[src/rtl/iob_pcie_chnl_pkg.sv]
// Shared types and helpers for the PCIe channel host: FSM encodings and beat-count arithmetic.
package iob_pcie_chnl_pkg;

    typedef enum logic [1:0] {
        R_IDLE = 2'd0,
        R_REQ  = 2'd1,
        R_DATA = 2'd2
    } rx_state_t;

    typedef enum logic [1:0] {
        T_IDLE = 2'd0,
        T_ACK  = 2'd1,
        T_DATA = 2'd2
    } tx_state_t;

    // 32-bit words carried per channel beat.
    function automatic int unsigned wpb(input int unsigned width);
        return width / 32;
    endfunction

    // WPB is always a power of two (1, 2 or 4), so division reduces to a shift.
    function automatic int unsigned wpb_log2(input int unsigned words);
        return (words >= 4) ? 2 : (words >= 2) ? 1 : 0;
    endfunction

    // Extra bit keeps LEN = 0xFFFFFFFF from wrapping to zero beats on wide channels.
    function automatic logic [32:0] ceil_beats(input logic [31:0] len, input int unsigned shift);
        logic [32:0] round_up;
        round_up = (33'd1 << shift) - 33'd1;
        return ({1'b0, len} + round_up) >> shift;
    endfunction

endpackage

[src/rtl/iob_pcie_chnl_oreg.sv]
// One-entry valid/ready output register; accepts a new word whenever empty or being drained.
module iob_pcie_chnl_oreg #(
    parameter int W = 32
) (
    input  logic         clk,
    input  logic         rst_n,
    input  logic         in_valid,
    input  logic [W-1:0] in_data,
    output logic         in_ready,
    output logic         out_valid,
    output logic [W-1:0] out_data,
    input  logic         out_ready
);

    logic         valid_reg;
    logic [W-1:0] data_reg;

    assign in_ready  = !valid_reg || out_ready;
    assign out_valid = valid_reg;
    assign out_data  = data_reg;

    always_ff @(posedge clk or negedge rst_n) begin
        if (!rst_n) begin
            valid_reg <= 1'b0;
            data_reg  <= '0;
        end else if (in_valid && in_ready) begin
            valid_reg <= 1'b1;
            data_reg  <= in_data;
        end else if (out_ready) begin
            valid_reg <= 1'b0;
        end
    end

endmodule

[src/rtl/iob_pcie_chnl_host.sv]
// PCIe channel host: drives CHNL_RX transactions from a command/beat stream and drains CHNL_TX
// into a registered read stream. Optional idle-beat abort under macro IOB_PCIE_CHNL_TIMEOUT_EN.
module iob_pcie_chnl_host
    import iob_pcie_chnl_pkg::*;
#(
    parameter int C_PCI_DATA_WIDTH = 32,
    parameter int TIMEOUT_CYC      = 1024
) (
    input  logic                        CLK,
    input  logic                        RST_N,
    input  logic                        CMD_VALID,
    output logic                        CMD_READY,
    input  logic [31:0]                 CMD_LEN,
    input  logic [30:0]                 CMD_OFF,
    input  logic                        CMD_LAST,
    input  logic [C_PCI_DATA_WIDTH-1:0] WR_DATA,
    input  logic                        WR_VALID,
    output logic                        WR_READY,
    output logic                        CHNL_RX,
    output logic                        CHNL_RX_LAST,
    output logic                        CHNL_RX_DATA_VALID,
    output logic [31:0]                 CHNL_RX_LEN,
    output logic [30:0]                 CHNL_RX_OFF,
    output logic [C_PCI_DATA_WIDTH-1:0] CHNL_RX_DATA,
    input  logic                        CHNL_RX_ACK,
    input  logic                        CHNL_RX_DATA_REN,
    input  logic                        CHNL_TX,
    input  logic                        CHNL_TX_LAST,
    input  logic                        CHNL_TX_DATA_VALID,
    input  logic [31:0]                 CHNL_TX_LEN,
    input  logic [30:0]                 CHNL_TX_OFF,
    input  logic [C_PCI_DATA_WIDTH-1:0] CHNL_TX_DATA,
    output logic                        CHNL_TX_ACK,
    output logic                        CHNL_TX_DATA_REN,
    output logic [C_PCI_DATA_WIDTH-1:0] RD_DATA,
    output logic                        RD_VALID,
    input  logic                        RD_READY,
    output logic [31:0]                 RD_LEN,
    output logic                        RD_DONE,
    output logic                        RX_TIMEOUT
);

    localparam int WPB        = wpb(C_PCI_DATA_WIDTH);
    localparam int BEAT_SHIFT = wpb_log2(WPB);

    // ---------------- RX direction ----------------
    rx_state_t   rx_state_reg, rx_state_next;
    logic [31:0] rx_len_reg;
    logic [30:0] rx_off_reg;
    logic        rx_last_reg;
    logic [32:0] rx_total_reg;
    logic [32:0] rx_cnt_reg;
    logic        rx_in_data;
    logic        cmd_fire;
    logic        rx_beat;
    logic        rx_final;
    logic        rx_abort;

    // Gated by RST_N so the command port stays quiet while the block is held in reset.
    assign CMD_READY  = (rx_state_reg == R_IDLE) && RST_N;
    assign cmd_fire   = CMD_VALID && CMD_READY;
    assign rx_in_data = (rx_state_reg == R_DATA);
    assign rx_beat    = rx_in_data && WR_VALID && CHNL_RX_DATA_REN;
    assign rx_final   = rx_beat && ((rx_cnt_reg + 33'd1) == rx_total_reg);

    assign CHNL_RX            = (rx_state_reg == R_REQ) || rx_in_data;
    assign CHNL_RX_LEN        = rx_len_reg;
    assign CHNL_RX_OFF        = rx_off_reg;
    assign CHNL_RX_LAST       = rx_last_reg;
    assign CHNL_RX_DATA_VALID = rx_in_data && WR_VALID;
    assign CHNL_RX_DATA       = rx_in_data ? WR_DATA : '0;
    assign WR_READY           = rx_in_data && CHNL_RX_DATA_REN;

`ifdef IOB_PCIE_CHNL_TIMEOUT_EN
    localparam int TO_W = $clog2(TIMEOUT_CYC + 1);
    logic [TO_W-1:0] idle_cnt_reg;

    assign rx_abort = rx_in_data && !rx_beat && (idle_cnt_reg == TO_W'(TIMEOUT_CYC - 1));

    always_ff @(posedge CLK or negedge RST_N) begin
        if (!RST_N) begin
            idle_cnt_reg <= '0;
        end else if (!rx_in_data || rx_beat || rx_abort) begin
            idle_cnt_reg <= '0;
        end else begin
            idle_cnt_reg <= idle_cnt_reg + 1'b1;
        end
    end
`else
    localparam int unused_timeout_cyc = TIMEOUT_CYC;
    assign rx_abort = 1'b0;
`endif

    assign RX_TIMEOUT = rx_abort;

    always_comb begin
        rx_state_next = rx_state_reg;
        case (rx_state_reg)
            R_IDLE: if (cmd_fire) rx_state_next = R_REQ;
            R_REQ: begin
                if (CHNL_RX_ACK) rx_state_next = (rx_total_reg == '0) ? R_IDLE : R_DATA;
            end
            R_DATA: if (rx_final || rx_abort) rx_state_next = R_IDLE;
            default: rx_state_next = R_IDLE;
        endcase
    end

    always_ff @(posedge CLK or negedge RST_N) begin
        if (!RST_N) begin
            rx_state_reg <= R_IDLE;
            rx_len_reg   <= '0;
            rx_off_reg   <= '0;
            rx_last_reg  <= 1'b0;
            rx_total_reg <= '0;
            rx_cnt_reg   <= '0;
        end else begin
            rx_state_reg <= rx_state_next;
            if (cmd_fire) begin
                rx_len_reg   <= CMD_LEN;
                rx_off_reg   <= CMD_OFF;
                rx_last_reg  <= CMD_LAST;
                rx_total_reg <= ceil_beats(CMD_LEN, BEAT_SHIFT);
                rx_cnt_reg   <= '0;
            end else if (rx_beat) begin
                rx_cnt_reg <= rx_cnt_reg + 33'd1;
            end
        end
    end

    // ---------------- TX direction ----------------
    tx_state_t   tx_state_reg, tx_state_next;
    logic [31:0] rd_len_reg;
    logic [32:0] tx_total_reg;
    logic [32:0] tx_cnt_reg;
    logic        rd_done_reg;
    logic        oreg_in_ready;
    logic        tx_in_data;
    logic        tx_take;
    logic        tx_final;
    logic        tx_empty_done;
    logic        unused_tx_meta;

    assign unused_tx_meta = ^{CHNL_TX_LAST, CHNL_TX_OFF};

    assign tx_in_data       = (tx_state_reg == T_DATA);
    assign CHNL_TX_DATA_REN = tx_in_data && oreg_in_ready;
    assign tx_take          = CHNL_TX_DATA_REN && CHNL_TX_DATA_VALID;
    assign tx_final         = tx_take && ((tx_cnt_reg + 33'd1) == tx_total_reg);
    assign tx_empty_done    = (tx_state_reg == T_ACK) && (tx_total_reg == '0);
    assign CHNL_TX_ACK      = (tx_state_reg == T_ACK);
    assign RD_LEN           = rd_len_reg;
    assign RD_DONE          = rd_done_reg;

    always_comb begin
        tx_state_next = tx_state_reg;
        case (tx_state_reg)
            T_IDLE: if (CHNL_TX) tx_state_next = T_ACK;
            T_ACK:  tx_state_next = (tx_total_reg == '0) ? T_IDLE : T_DATA;
            T_DATA: if (tx_final) tx_state_next = T_IDLE;
            default: tx_state_next = T_IDLE;
        endcase
    end

    always_ff @(posedge CLK or negedge RST_N) begin
        if (!RST_N) begin
            tx_state_reg <= T_IDLE;
            rd_len_reg   <= '0;
            tx_total_reg <= '0;
            tx_cnt_reg   <= '0;
            rd_done_reg  <= 1'b0;
        end else begin
            tx_state_reg <= tx_state_next;
            rd_done_reg  <= tx_final || tx_empty_done;
            if ((tx_state_reg == T_IDLE) && CHNL_TX) begin
                rd_len_reg   <= CHNL_TX_LEN;
                tx_total_reg <= ceil_beats(CHNL_TX_LEN, BEAT_SHIFT);
                tx_cnt_reg   <= '0;
            end else if (tx_take) begin
                tx_cnt_reg <= tx_cnt_reg + 33'd1;
            end
        end
    end

    iob_pcie_chnl_oreg #(
        .W(C_PCI_DATA_WIDTH)
    ) u_oreg (
        .clk      (CLK),
        .rst_n    (RST_N),
        .in_valid (tx_take),
        .in_data  (CHNL_TX_DATA),
        .in_ready (oreg_in_ready),
        .out_valid(RD_VALID),
        .out_data (RD_DATA),
        .out_ready(RD_READY)
    );

endmodule

[config.mk]
export PLATFORM = sky130hd
export DESIGN_NAME = iob_pcie_chnl_host
export DESIGN_NICKNAME = d
export VERILOG_FILES = /design/src/rtl/iob_pcie_chnl_pkg.sv /design/src/rtl/iob_pcie_chnl_oreg.sv /design/src/rtl/iob_pcie_chnl_host.sv
export SDC_FILE = /design/constraint.sdc
export NUM_CORES = 1
export LEC_CHECK = 0
export BUFFER_PORTS_ARGS = -buffer_cell sky130_fd_sc_hd__buf_2
export CAP_MARGIN = 20
export CORE_MARGIN = 5
export CORE_UTILIZATION = 46
export DETAILED_ROUTE_END_ITERATION = 6
export PLACE_DENSITY_LB_ADDON = 0.08
export SETUP_SLACK_MARGIN = 0.4
export SLEW_MARGIN = 20
export SYNTH_ARGS = -nofsm -noshare
export SYNTH_HDL_FRONTEND = slang
export SYNTH_SLANG_ARGS = --single-unit
[constraint.sdc]
create_clock -name CLK -period 2.7 [get_ports CLK]
set_clock_uncertainty 0.15 [all_clocks]
set_input_delay 0.54 -clock CLK [delete_from_list [all_inputs] [get_ports CLK]]
set_output_delay 0.54 -clock CLK [all_outputs]
set_load 0.05 [all_outputs]
# Word level (Yosys, flattened, before mapping)
# Index checks and enable logic that the tools add are counted.
totals:
  mem_bits_ro: 0
  wordCells: 65
  memories: 0
  inputBits: 201
  ff_bits: 200
  output_inout_bits: 169
  latchBits: 0
  ram_bits: 0
op_classes:
  order_cmp: 0
  reduce_logical: 25
  eq_ne: 11
  n_shift: 0
  n_mul: 0
  div_mod_pow: 0
  n_bitwise: 0
  addsub: 2
  n_mux: 16
op_table:
  columns: ["cell", "n"]
  rows:
  - ["2-to-1 mux 33 bit", 4]
  - ["adder 33 x 1 -> 33 bit (second input constant)", 2]
  - ["equality test 33 x 32 -> 1 bit", 2]
  - ["zero test 33 bit", 2]
  - ["2-to-1 mux 32 bit", 1]
  - ["2-to-1 mux 2 bit", 7]
  - ["logical AND 1 bit", 12]
  - ["one-hot mux 2 bit (3 select lines)", 2]
  - ["!= test 2 bit (second input constant)", 3]
  - ["nonzero test 2 bit", 3]
  - ["equality test 2 x 1 -> 1 bit (second input constant)", 2]
  - ["equality test 2 bit (second input constant)", 2]
  - ["zero test 2 bit", 2]
  - ["!= test 2 x 1 -> 1 bit (second input constant)", 2]
  - ["logical OR 1 bit", 3]
  - ["AND reduction 3 bit", 1]
  - ["2-to-1 mux 1 bit", 2]
  - ["AND reduction 2 bit", 1]
  - ["zero test 1 bit", 1]

# Logic depth before layout (Yosys ltp)
depth:
  depth_word: 7
  mapped_depth: 11
  depth_no_buf: 9

# Modules after synthesis
# A second synthesis with hierarchy kept.
unflattened:
  cells_unflattened: 1064
  area_unflattened_um2: 11043.1
by_module_without_submodules:
  columns: ["module", "instances", "area_per_inst_um2", "cells_each"]
  rows:
  - ["iob_pcie_chnl_host", 1, 9651.8, 993]
  - ["iob_pcie_chnl_oreg", 1, 1391.3, 71]

# Least setup slack after synthesis
# Ideal clock, no wire load.
synth_path:
  path_kind: "register to register"
  from: "reg tx_cnt_reg[1]"
  to: "reg rd_done_reg (netlist: RD_DONE)"
  slack_ns: -0.311
  n_path_buf: 1
  stages_incl_launch_ff: 10
  setup_time_ns: 0.092
  t_arrival_ns: 2.769
  synth_period_minus_slack_ns: 3.011
  t_required_ns: 2.458
  path_cell_list: "dfrtp_1 -> ha_1 -> clkbuf_8 -> nand2_1 -> nor4_4 -> nor4b_4 -> nand3_2 -> or4_2 -> a211o_2 -> o31ai_2"
synth_via:
  elab_chain_len: 4
synth_rtl:
  columns: ["item", "line", "source"]
  rows:
  - ["start: declaration", "iob_pcie_chnl_host.sv:134", "logic [32:0] tx_cnt_reg;"]
  - ["start signal: assignment", "iob_pcie_chnl_host.sv:179", "tx_cnt_reg <= tx_cnt_reg + 33'd1;"]
  - ["adder 33 x 1 -> 33 bit", "iob_pcie_chnl_host.sv:148", "assign tx_final = tx_take && ((tx_cnt_reg + 33'd1) == tx_total_reg);"]
  - ["equality test 33 x 32 -> 1 bit", "iob_pcie_chnl_host.sv:148", null]
  - ["logical AND 1 bit", "iob_pcie_chnl_host.sv:148", null]
  - ["logical OR 1 bit", "iob_pcie_chnl_host.sv:173", "rd_done_reg <= tx_final || tx_empty_done;"]
  - ["end signal: assignment", "iob_pcie_chnl_host.sv:173", null]
  - ["end: declaration", "iob_pcie_chnl_host.sv:135", "logic rd_done_reg;"]
# Every way passes these cells.
# A chain may end at the register's enable or synchronous reset.

# Worst setup path after layout
# Same ends and word-level chain as after synthesis.

==> impl_metrics.env <==
export IMPL_leakagePower_nw=7.44
export IMPL_synth_seq_area_share_pct=45.4
export IMPL_core_area_um2=23500
export IMPL_path_cells="buf_4 -> nand3_4 -> or4_4 -> buf_4 -> nor2_4 -> xnor2_1 -> nor4_1 -> nand3_1 -> or4_4 -> o31ai_4"
export IMPL_slowest_stage="or4_4"
export IMPL_antenna_found_initial=1
export IMPL_io_pins=370
export IMPL_violations="setup timing"
export IMPL_num_vias=10500
export IMPL_ys_flop_type="dfrtp_1"
export IMPL_port_buffers=336
export IMPL_syn_to_final_growth_pct=40.6
export IMPL_cts_max_level=4
export IMPL_drc=0
export IMPL_grt_max_degree=173
export IMPL_endpoint_kind="register"
export IMPL_grt_pass1_wl_um=51400
export IMPL_final_common_cell="buf_2"
export IMPL_rsz0062_at_grt="yes"
export IMPL_placed_area_um2=14100
export IMPL_critPathMaxFanout=3
export IMPL_syn_nets=1410
export IMPL_gp_congestion=0.933
export IMPL_synth_edff_count=0
export IMPL_wirelength_um=34000
export IMPL_fin_cells=2003
export IMPL_viasPerCell=5.25
export IMPL_worst_pin_slew_ns=1.15
export IMPL_cts_buffers=17
export IMPL_p_total_mw=17.1
export IMPL_clk_latency_ns=0.44
export IMPL_timing_final_crit_period_ns=2.88
export IMPL_fmax_mhz=348
export IMPL_required_ns=2.90
export IMPL_fp_dieW_um=165
export IMPL_hpwl_um=24000
export IMPL_numClockSinks=200
export IMPL_cts_tree="done"
export IMPL_start_util_pct=46.9
export IMPL_final_layout_size_suffix_gt1_share_pct=43.1
export IMPL_fin_setup_tns_ns=-0.321
export IMPL_setup_violations=4
export IMPL_final_cell_area_um2=15500
export IMPL_crit_type="reg2reg"
export IMPL_max_vdd_ir_drop_mv=0.691
export IMPL_r2r_cells=10
export IMPL_clock_root_buffer="clkbuf_16"
export IMPL_final_cell_mix="300 x buf_2, 276 x nand2_1, 197 x dfrtp_1"
export IMPL_timing_rr_end="RD_DONE$_DFF_PN0_"
export IMPL_fin_crit_sh_pct=107
export IMPL_die_h_um=165
export IMPL_synthArstFlopShare_pct=100
export IMPL_clk_pin_slew_worst_paths_ns=0.08
export IMPL_wl_per_cell_um=17.0
export IMPL_synth_cells=1204
export IMPL_start_kind="register"
export IMPL_r2r_slack_ns=-0.18
export IMPL_max_slew_margin_pct=23.4
export IMPL_hp_class="in2async"
export IMPL_grt_remaining_overflow=0
export IMPL_grt_pass1_vias=10300
export IMPL_ys_types=75
export IMPL_drt_iter0_drc=678
export IMPL_powerDensity_nw_per_um2=1100
export IMPL_syn_mean_instance_area_um2=9.17
export IMPL_ant_nets=0
export IMPL_arrival_ns=3.07
export IMPL_cts_buffer_depth=2
export IMPL_cap_violations=0
export IMPL_finalNetCount=1876
export IMPL_ys_warn_count=0
export IMPL_row_count=56
export IMPL_max_stage_delay_ns=0.59
export IMPL_cp_startpoint="tx_cnt_reg[1]$_DFFE_PN0P_"
export IMPL_outcome="complete, but fails checks"
export IMPL_drt_pass1_iterations=5
export IMPL_hold_viol=0
export IMPL_r2r_start="tx_cnt_reg[1]$_DFFE_PN0P_"
export IMPL_synth_seq_cells=200
export IMPL_dp_slack_ns=-0.167
export IMPL_gr_usage_all_layers_pct=23.5
export IMPL_worst_slack_ns=-0.176
export IMPL_die_area_um2=27200
export IMPL_placed_cells=1950
export IMPL_syn_cell_area_um2=11000
export IMPL_drv_slew=0
[worst max path at each step]
stage	endpoint	slack (ns)
2_1_floorplan	RD_DONE$_DFF_PN0_	-0.04
3_5_place_dp	RD_DONE$_DFF_PN0_	-0.17
5_1_grt	RD_DONE$_DFF_PN0_	-0.28
6_report	RD_DONE$_DFF_PN0_	-0.18
3_3_place_gp	RD_DONE$_DFF_PN0_	-0.17
4_1_cts	RD_DONE$_DFF_PN0_	-0.18
[critical path: cells and delay by family, from the launching register on]
family	cells	cell delay (ns)
compound gates	1	0.17
flops	1	0.39
simple gates	6	1.64
buf+inv	2	0.32
xor+xnor	1	0.10
[cells in the mapped netlist (all sizes together), types with 18 or more instances]
cell type | instances | area, um^2
nand2 | 281 | 1050
nand3 | 28 | 158
xor2 | 41 | 359
xnor2 | 79 | 692
clkbuf | 59 | 263
and2 | 40 | 251
a21oi | 26 | 134
o21ai | 65 | 325
nor2 | 70 | 273
mux2 | 66 | 743
dfrtp | 200 | 5000
nand4 | 35 | 225
nor4 | 38 | 268
and3 | 18 | 115
[power by group]
group | internal, mW | switching [mW]
registers | 4.00 | 1.05
logic | 3.04 | 6.49
clock network | 1.23 | 1.27
[what timing repair did]
| item | CTS | global route |
|---|---|---|
| buffers inserted | 4 | 12 |
| endpoints found under the hold margin | 28 | 0 |
| gates resized for setup | 59 | 144 |
| setup endpoints to repair | 42 | 57 |
| pin swaps | 12 | 24 |
| cloned | 1 | 2 |
| hold buffers | 1 | 0 |
[layout make-up]
| class | count | area [um^2] |
|---|---|---|
| Antenna cell | 1 | 2.50 |
| Clock buffer | 19 | 433 |
| Clock inverter | 13 | 128 |
| Fill cell | 2007 | 8030 |
| Inverter | 12 | 45.0 |
| Multi-Input combinational cell | 918 | 5970 |
| Sequential cell | 200 | 5010 |
| Tap cell | 319 | 399 |
| Timing Repair Buffer | 521 | 3530 |
[layer usage]
metal	GRT usage, %	vias to the layer above	part of all wire [%]
li1	-	5080	-
met1	28.7	5030	40
met2	42.2	343	51
met3	3.94	63	6.1
met4	7.75	0	2.2
met5	0	-	0
[stage by stage]
stage	hold slack, ns	util [%]
6_report	0.0294	65.9
5_1_grt	0.0384	65.9
4_1_cts	0.0227	63.2
3_5_place_dp	0.307	59.7
3_3_place_gp	0.303	59.7
2_1_floorplan	0.0944	-
[kinds of logic (layout without fill, tap and decap cells)]
group	Yosys count	after routing	share of synthesized area, %
other cells	1	2	0.0340
flops	200	200	45.4
compound gates	149	149	8.30
xor+xnor	120	120	9.52
buf+inv	86	565	3.67
fa+ha+maj	5	5	0.567
simple gates	574	574	25.5
mux	69	69	7.01
Note: power is estimated with default switching activity, not from simulation.
